<file path="src/rtl/kbd_ctrl.sv">
// PS/2 keyboard host controller: reset/BAT handshake, scan-byte forwarding, lock LEDs.
// Lock-LED tracking and the LED command sequence exist only when KBD_CTRL_LEDS_EN is defined.
module kbd_ctrl #(
  parameter logic [23:0] TIMEOUT   = 24'd2_000_000,
  parameter int          MAX_RETRY = 2
) (
  input  logic       clk,
  input  logic       rst,
  input  logic [7:0] rx_data,
  input  logic       rx_rdy,
  output logic [7:0] tx_data,
  output logic       tx_req,
  input  logic       tx_busy,
  input  logic       tx_done,
  output logic [7:0] scan,
  output logic       scanrdy,
  output logic [2:0] leds,
  output logic       init_done,
  output logic       err
);
  localparam int            RW          = $clog2(MAX_RETRY + 2);
  localparam logic [RW-1:0] RETRY_LIMIT = RW'(MAX_RETRY);

  typedef enum logic [2:0] {
    INIT_TX  = 3'd0,
    INIT_ACK = 3'd1,
    INIT_BAT = 3'd2,
    IDLE     = 3'd3
`ifdef KBD_CTRL_LEDS_EN
    ,
    LED_TX0  = 3'd4,
    LED_ACK0 = 3'd5,
    LED_TX1  = 3'd6,
    LED_ACK1 = 3'd7
`endif
  } state_t;

  state_t        state;
  state_t        retry_state;
  logic [23:0]   count;
  logic [RW-1:0] retries;
  logic          wait_done;
  logic          ack_state;
  logic          got_ok;
  logic          got_retry;
  logic          consume;
  logic          waiting;
  logic          do_retry;
`ifdef KBD_CTRL_LEDS_EN
  logic          ext;
  logic          brk;
  logic          led_pend;
`endif

  // Classify the incoming byte against what the current state expects.
  always_comb begin
    ack_state = (state == INIT_ACK);
`ifdef KBD_CTRL_LEDS_EN
    ack_state = ack_state || (state == LED_ACK0) || (state == LED_ACK1);
`endif
    if (rx_rdy && ack_state) begin
      got_ok    = (rx_data == 8'hFA);
      got_retry = (rx_data == 8'hFE);
    end else if (rx_rdy && (state == INIT_BAT)) begin
      got_ok    = (rx_data == 8'hAA);
      got_retry = (rx_data == 8'hFE) || (rx_data == 8'hFC);
    end else begin
      got_ok    = 1'b0;
      got_retry = 1'b0;
    end
    consume  = got_ok || got_retry;
    // Timeout only runs once the transmitter has finished the byte.
    waiting  = (ack_state || (state == INIT_BAT)) && !wait_done;
    do_retry = got_retry || (waiting && !rx_rdy && (count >= TIMEOUT - 24'd1));
    case (state)
`ifdef KBD_CTRL_LEDS_EN
      LED_ACK0: retry_state = LED_TX0;
      LED_ACK1: retry_state = LED_TX1;
`endif
      default:  retry_state = INIT_TX;
    endcase
  end

  // Command FSM, timeout counter, retry bookkeeping and scan forwarding.
  always_ff @(posedge clk) begin
    if (!rst) begin
      state     <= INIT_TX;
      count     <= 24'd0;
      retries   <= '0;
      wait_done <= 1'b0;
      tx_req    <= 1'b0;
      tx_data   <= 8'h00;
      scan      <= 8'h00;
      scanrdy   <= 1'b0;
      leds      <= 3'b000;
      init_done <= 1'b0;
      err       <= 1'b0;
`ifdef KBD_CTRL_LEDS_EN
      ext       <= 1'b0;
      brk       <= 1'b0;
      led_pend  <= 1'b0;
`endif
    end else begin
      tx_req  <= 1'b0;
      scanrdy <= 1'b0;
      if (tx_done) wait_done <= 1'b0;
      if (rx_rdy || !waiting) count <= 24'd0;
      else                    count <= count + 24'd1;

      if (do_retry) begin
        count     <= 24'd0;
        wait_done <= 1'b0;
        if (retries >= RETRY_LIMIT) begin
          err     <= 1'b1;
          retries <= '0;
          state   <= IDLE;
        end else begin
          retries <= retries + RW'(1);
          state   <= retry_state;
        end
      end else begin
        case (state)
          INIT_TX: if (!tx_busy) begin
            tx_req    <= 1'b1;
            tx_data   <= 8'hFF;
            wait_done <= 1'b1;
            state     <= INIT_ACK;
          end
          INIT_ACK: if (got_ok) state <= INIT_BAT;
          INIT_BAT: if (got_ok) begin
            init_done <= 1'b1;
            retries   <= '0;
            state     <= IDLE;
          end
`ifdef KBD_CTRL_LEDS_EN
          IDLE: if (led_pend) begin
            led_pend <= 1'b0;
            retries  <= '0;
            state    <= LED_TX0;
          end
          LED_TX0: if (!tx_busy) begin
            tx_req    <= 1'b1;
            tx_data   <= 8'hED;
            wait_done <= 1'b1;
            state     <= LED_ACK0;
          end
          LED_ACK0: if (got_ok) begin
            retries <= '0;
            state   <= LED_TX1;
          end
          LED_TX1: if (!tx_busy) begin
            tx_req    <= 1'b1;
            tx_data   <= {5'b00000, leds};
            wait_done <= 1'b1;
            state     <= LED_ACK1;
          end
          LED_ACK1: if (got_ok) state <= IDLE;
`else
          IDLE: state <= IDLE;
`endif
          default: state <= INIT_TX;
        endcase
      end

      if (rx_rdy && !consume) begin
        scanrdy <= 1'b1;
        scan    <= rx_data;
`ifdef KBD_CTRL_LEDS_EN
        if (rx_data == 8'hE0) begin
          ext <= 1'b1;
        end else if (rx_data == 8'hF0) begin
          brk <= 1'b1;
        end else begin
          ext <= 1'b0;
          brk <= 1'b0;
          // Placed after the FSM so a toggle in the IDLE hand-off cycle re-arms led_pend.
          if (!ext && !brk) begin
            case (rx_data)
              8'h58: begin leds[2] <= ~leds[2]; led_pend <= 1'b1; end
              8'h77: begin leds[1] <= ~leds[1]; led_pend <= 1'b1; end
              8'h7E: begin leds[0] <= ~leds[0]; led_pend <= 1'b1; end
              default: ;
            endcase
          end
        end
`endif
      end
    end
  end
endmodule

</file>
<file path="config.mk">
export PLATFORM = sky130hd
export DESIGN_NAME = kbd_ctrl
export DESIGN_NICKNAME = d
export VERILOG_FILES = /design/src/rtl/kbd_ctrl.sv
export SDC_FILE = /design/constraint.sdc
export NUM_CORES = 1
export LEC_CHECK = 0
export ABC_AREA = 0
export BUFFER_PORTS_ARGS = -buffer_cell sky130_fd_sc_hd__buf_4
export CORE_ASPECT_RATIO = 0.75
export CORE_MARGIN = 8
export CORE_UTILIZATION = 49
export CTS_CLUSTER_SIZE = 16
export DETAILED_ROUTE_END_ITERATION = 12
export HOLD_SLACK_MARGIN = 0.02
export PLACE_DENSITY_LB_ADDON = 0.08
export SYNTH_ARGS = -nofsm -noshare
export SYNTH_HDL_FRONTEND = slang
export SYNTH_SLANG_ARGS = --single-unit
</file>
<file path="constraint.sdc">
create_clock -name clk -period 2.25 [get_ports clk]
set_clock_uncertainty 0.1 [all_clocks]
set_input_delay 0.45 -clock clk [delete_from_list [all_inputs] [get_ports clk]]
set_output_delay 0.45 -clock clk [all_outputs]
set_load 0.05 [all_outputs]
</file>
==> results.toml <==
[timing]
grt_setup_unrepaired = "no"
slew_violations = 0
period_share_pct = 96.5
post-route-min-period_ns = 2.17
setup_tns_ns = 0
timing.hold.ws_ns = 0.313
setup_viol = 0
hold_viol_final = 0
clock.fmax_mhz = 460

[clock_network]
numCtsBuffers = 5
cts_tree = "done"
cts-root-buf = "clkbuf_8"
postCtsSetupBuffers = 0
ctsResizeCount = 0
clkLatencyLatePin_ns = 0.29
hold_buffers = 0
clk_pin_slew_ns = 0.07
cts.path.max_buffers = 2
cts.sinks = 42
h-tree-depth = 2

[critical_path]
critPathCaptureType = "flop"
cp_top_family = "compound AO/OA/AOI/OAI gates"
worstSetupStartpointType = "flop"
worstPathCellList = "inv_1, ha_1, or4b_4, a211oi_4, o21ai_2, mux2_4, o31ai_2"
setup.worst_path.start = "state[1]"
r2r_end = "state[1]"
cp_max_fo = 3
crit_type = "reg -> reg"
crit_slowest_cell = "or4b_4"
reg2regPathDepth = 7
crit_buf_inv = 1
regToRegSetupSlack_ns = 0.08
cp.required_ns = 2.36
r2r-start = "state[1]"
crit_arrival_ns = 2.28
cpPeakStageDelay_ns = 0.51

[drt]
vias = 1563
drt_wl_total_um = 3950
wl_per_cell_um = 12.9
ant_nets = 0
drt_iter0_drc = 85
drc = 0
via_per_inst = 5.09
drtPass1Iterations = 4

[floorplan]
ios = 36
fp.coreArea_um2 = 3730
dieArea_um2 = 6260
die_h_um = 70.6
dieWidth_um = 88.7
initial_core_util_pct = 52.1
rows = 19

[global_routing]
grt_pass1_wl_um = 6730
grt_use_total_pct = 13.6
grt_pass1_vias = 1429
grt-ovfl-total = 0
grt_max_degree = 22
antenna_found_initial = 0

[hold_path]
hold_path_end = "scan[0]"
hp-start = "rx_data[0]"
min_path_cells = 3
min_path_type = "in -> reg"

[status]
status = "finished clean"

[layout]
layout_common_cells = "buf_4 (43), dfxtp_1 (42), nor2_1 (37)"
final_common_cell = "buf_4"
areaGrowthSynthToFinish_pct = 21.8
layout-drive-gt1-share_pct = 23.1
antenna_cells = 0
post-route-util_pct = 63.4
final_area_um2 = 2370
nNetsFinal = 272

[logic_synthesis]
synth_ff_type = "dfxtp_1"
ys_types = 46
syn_inst = 213
syn_area_per_cell_um2 = 9.13
synth.ff_latch_count = 42
synth_area_um2 = 1940
synthArstFlopShare_pct = 0
synth_edf_count = 0
yosysWarnings = 0
synth-seq-area-share_pct = 43.2

[placement]
place_area_um2 = 2260
port_buffers = 32
dp_hpwl_um = 2980
place_congestion = 0.838

[job]
cap_violations = 0

[power_and_ir_drop]
ir_drop_uv = 520
p_leak_nw = 0.917
power.density_nw_per_um2 = 918
## kinds of logic after synthesis
| group | after synthesis | share of synthesized area [%] |
|---|---|---|
| AOI/OAI and AO/OA | 19 | 8.04 |
| xor gates and xnor gates | 18 | 8.11 |
| adders and majority gates | 5 | 3.22 |
| buffers and inverters | 23 | 6.37 |
| DFF | 42 | 43.2 |
| muxes | 11 | 5.92 |
| other | 1 | 0.193 |
| and+or+nand+nor | 94 | 24.9 |
## cells in the mapped netlist, drive strengths merged (2+ instances only)
library cell   n  area (µm²)
a211oi         2        27.5
a21oi          4        20.0
and3           2        12.5
and4           2        17.5
buf           10        75.1
clkbuf         4        15.0
dfxtp         42         841
ha             5        62.6
inv            9        33.8
mux2i         10         100
nand2         10        37.5
nand2b         2        12.5
nand3         10        50.1
nand3b         2        15.0
nand4          4        25.0
nand4b         2        17.5
nor2          37         139
nor3           9        50.1
nor4           6        43.8
o21ai          2        13.8
o31ai          2        20.0
or3            2        12.5
xnor2         14         123
xor2           4        35.0
## final cells by class
cell class | instances | area (µm²)
fillers | 335 | 1370
flip-flops and latches | 42 | 841
well taps | 52 | 65.1
multi-input cells | 153 | 998
inverters | 9 | 33.8
clock inverters | 1 | 30.0
repair buffers | 43 | 323
clock buffers | 7 | 76.3
## sequential cells by signal (all words and copies together) (netlist names)
register,cells
scan,8
retries,2
err,1
init_done,1
tx_req,1
scanrdy,1
wait_done,1
tx_data,1
state,2
count,24
## worst max-delay path by stage
stage,end,slack (ns),cells after the start
floorplan,state[1],0.04,7
global placement,state[1],0.08,6
detailed placement,state[1],0.05,6
CTS,state[1],0.08,7
global route,state[1],0.04,7
finish,state[1],0.08,7
## stage by stage
stage	setup slack, ns	total power [mW]	instances
floorplan	0.0400	1.43	218
global placement	0.0847	1.61	299
detailed placement	0.0526	1.61	299
CTS	0.0805	2.19	307
global route	0.0395	2.28	307
finish	0.0784	2.17	307
## report_power, final
group | leakage, nW | switching [mW] | internal [mW] | total [mW]
combinational | 0.522 | 0.462 | 0.293 | 0.755
sequential | 0.343 | 0.0412 | 0.798 | 0.840
clock | 0.0524 | 0.246 | 0.332 | 0.578
## metal layers
layer	routed length, µm	GRT usage, %	share of wire, %
met1	2090	19.6	53
met2	1480	17.4	38
met3	306	4.38	7.8
met4	63	6.17	1.6
met5	0	0	0
## worst min-delay path: cells and delay by family
family	cells	cell delay, ns
buf+inv	1	0.08
mux	1	0.06
simple gates	1	0.08
Power figures use the tool's default switching activity.
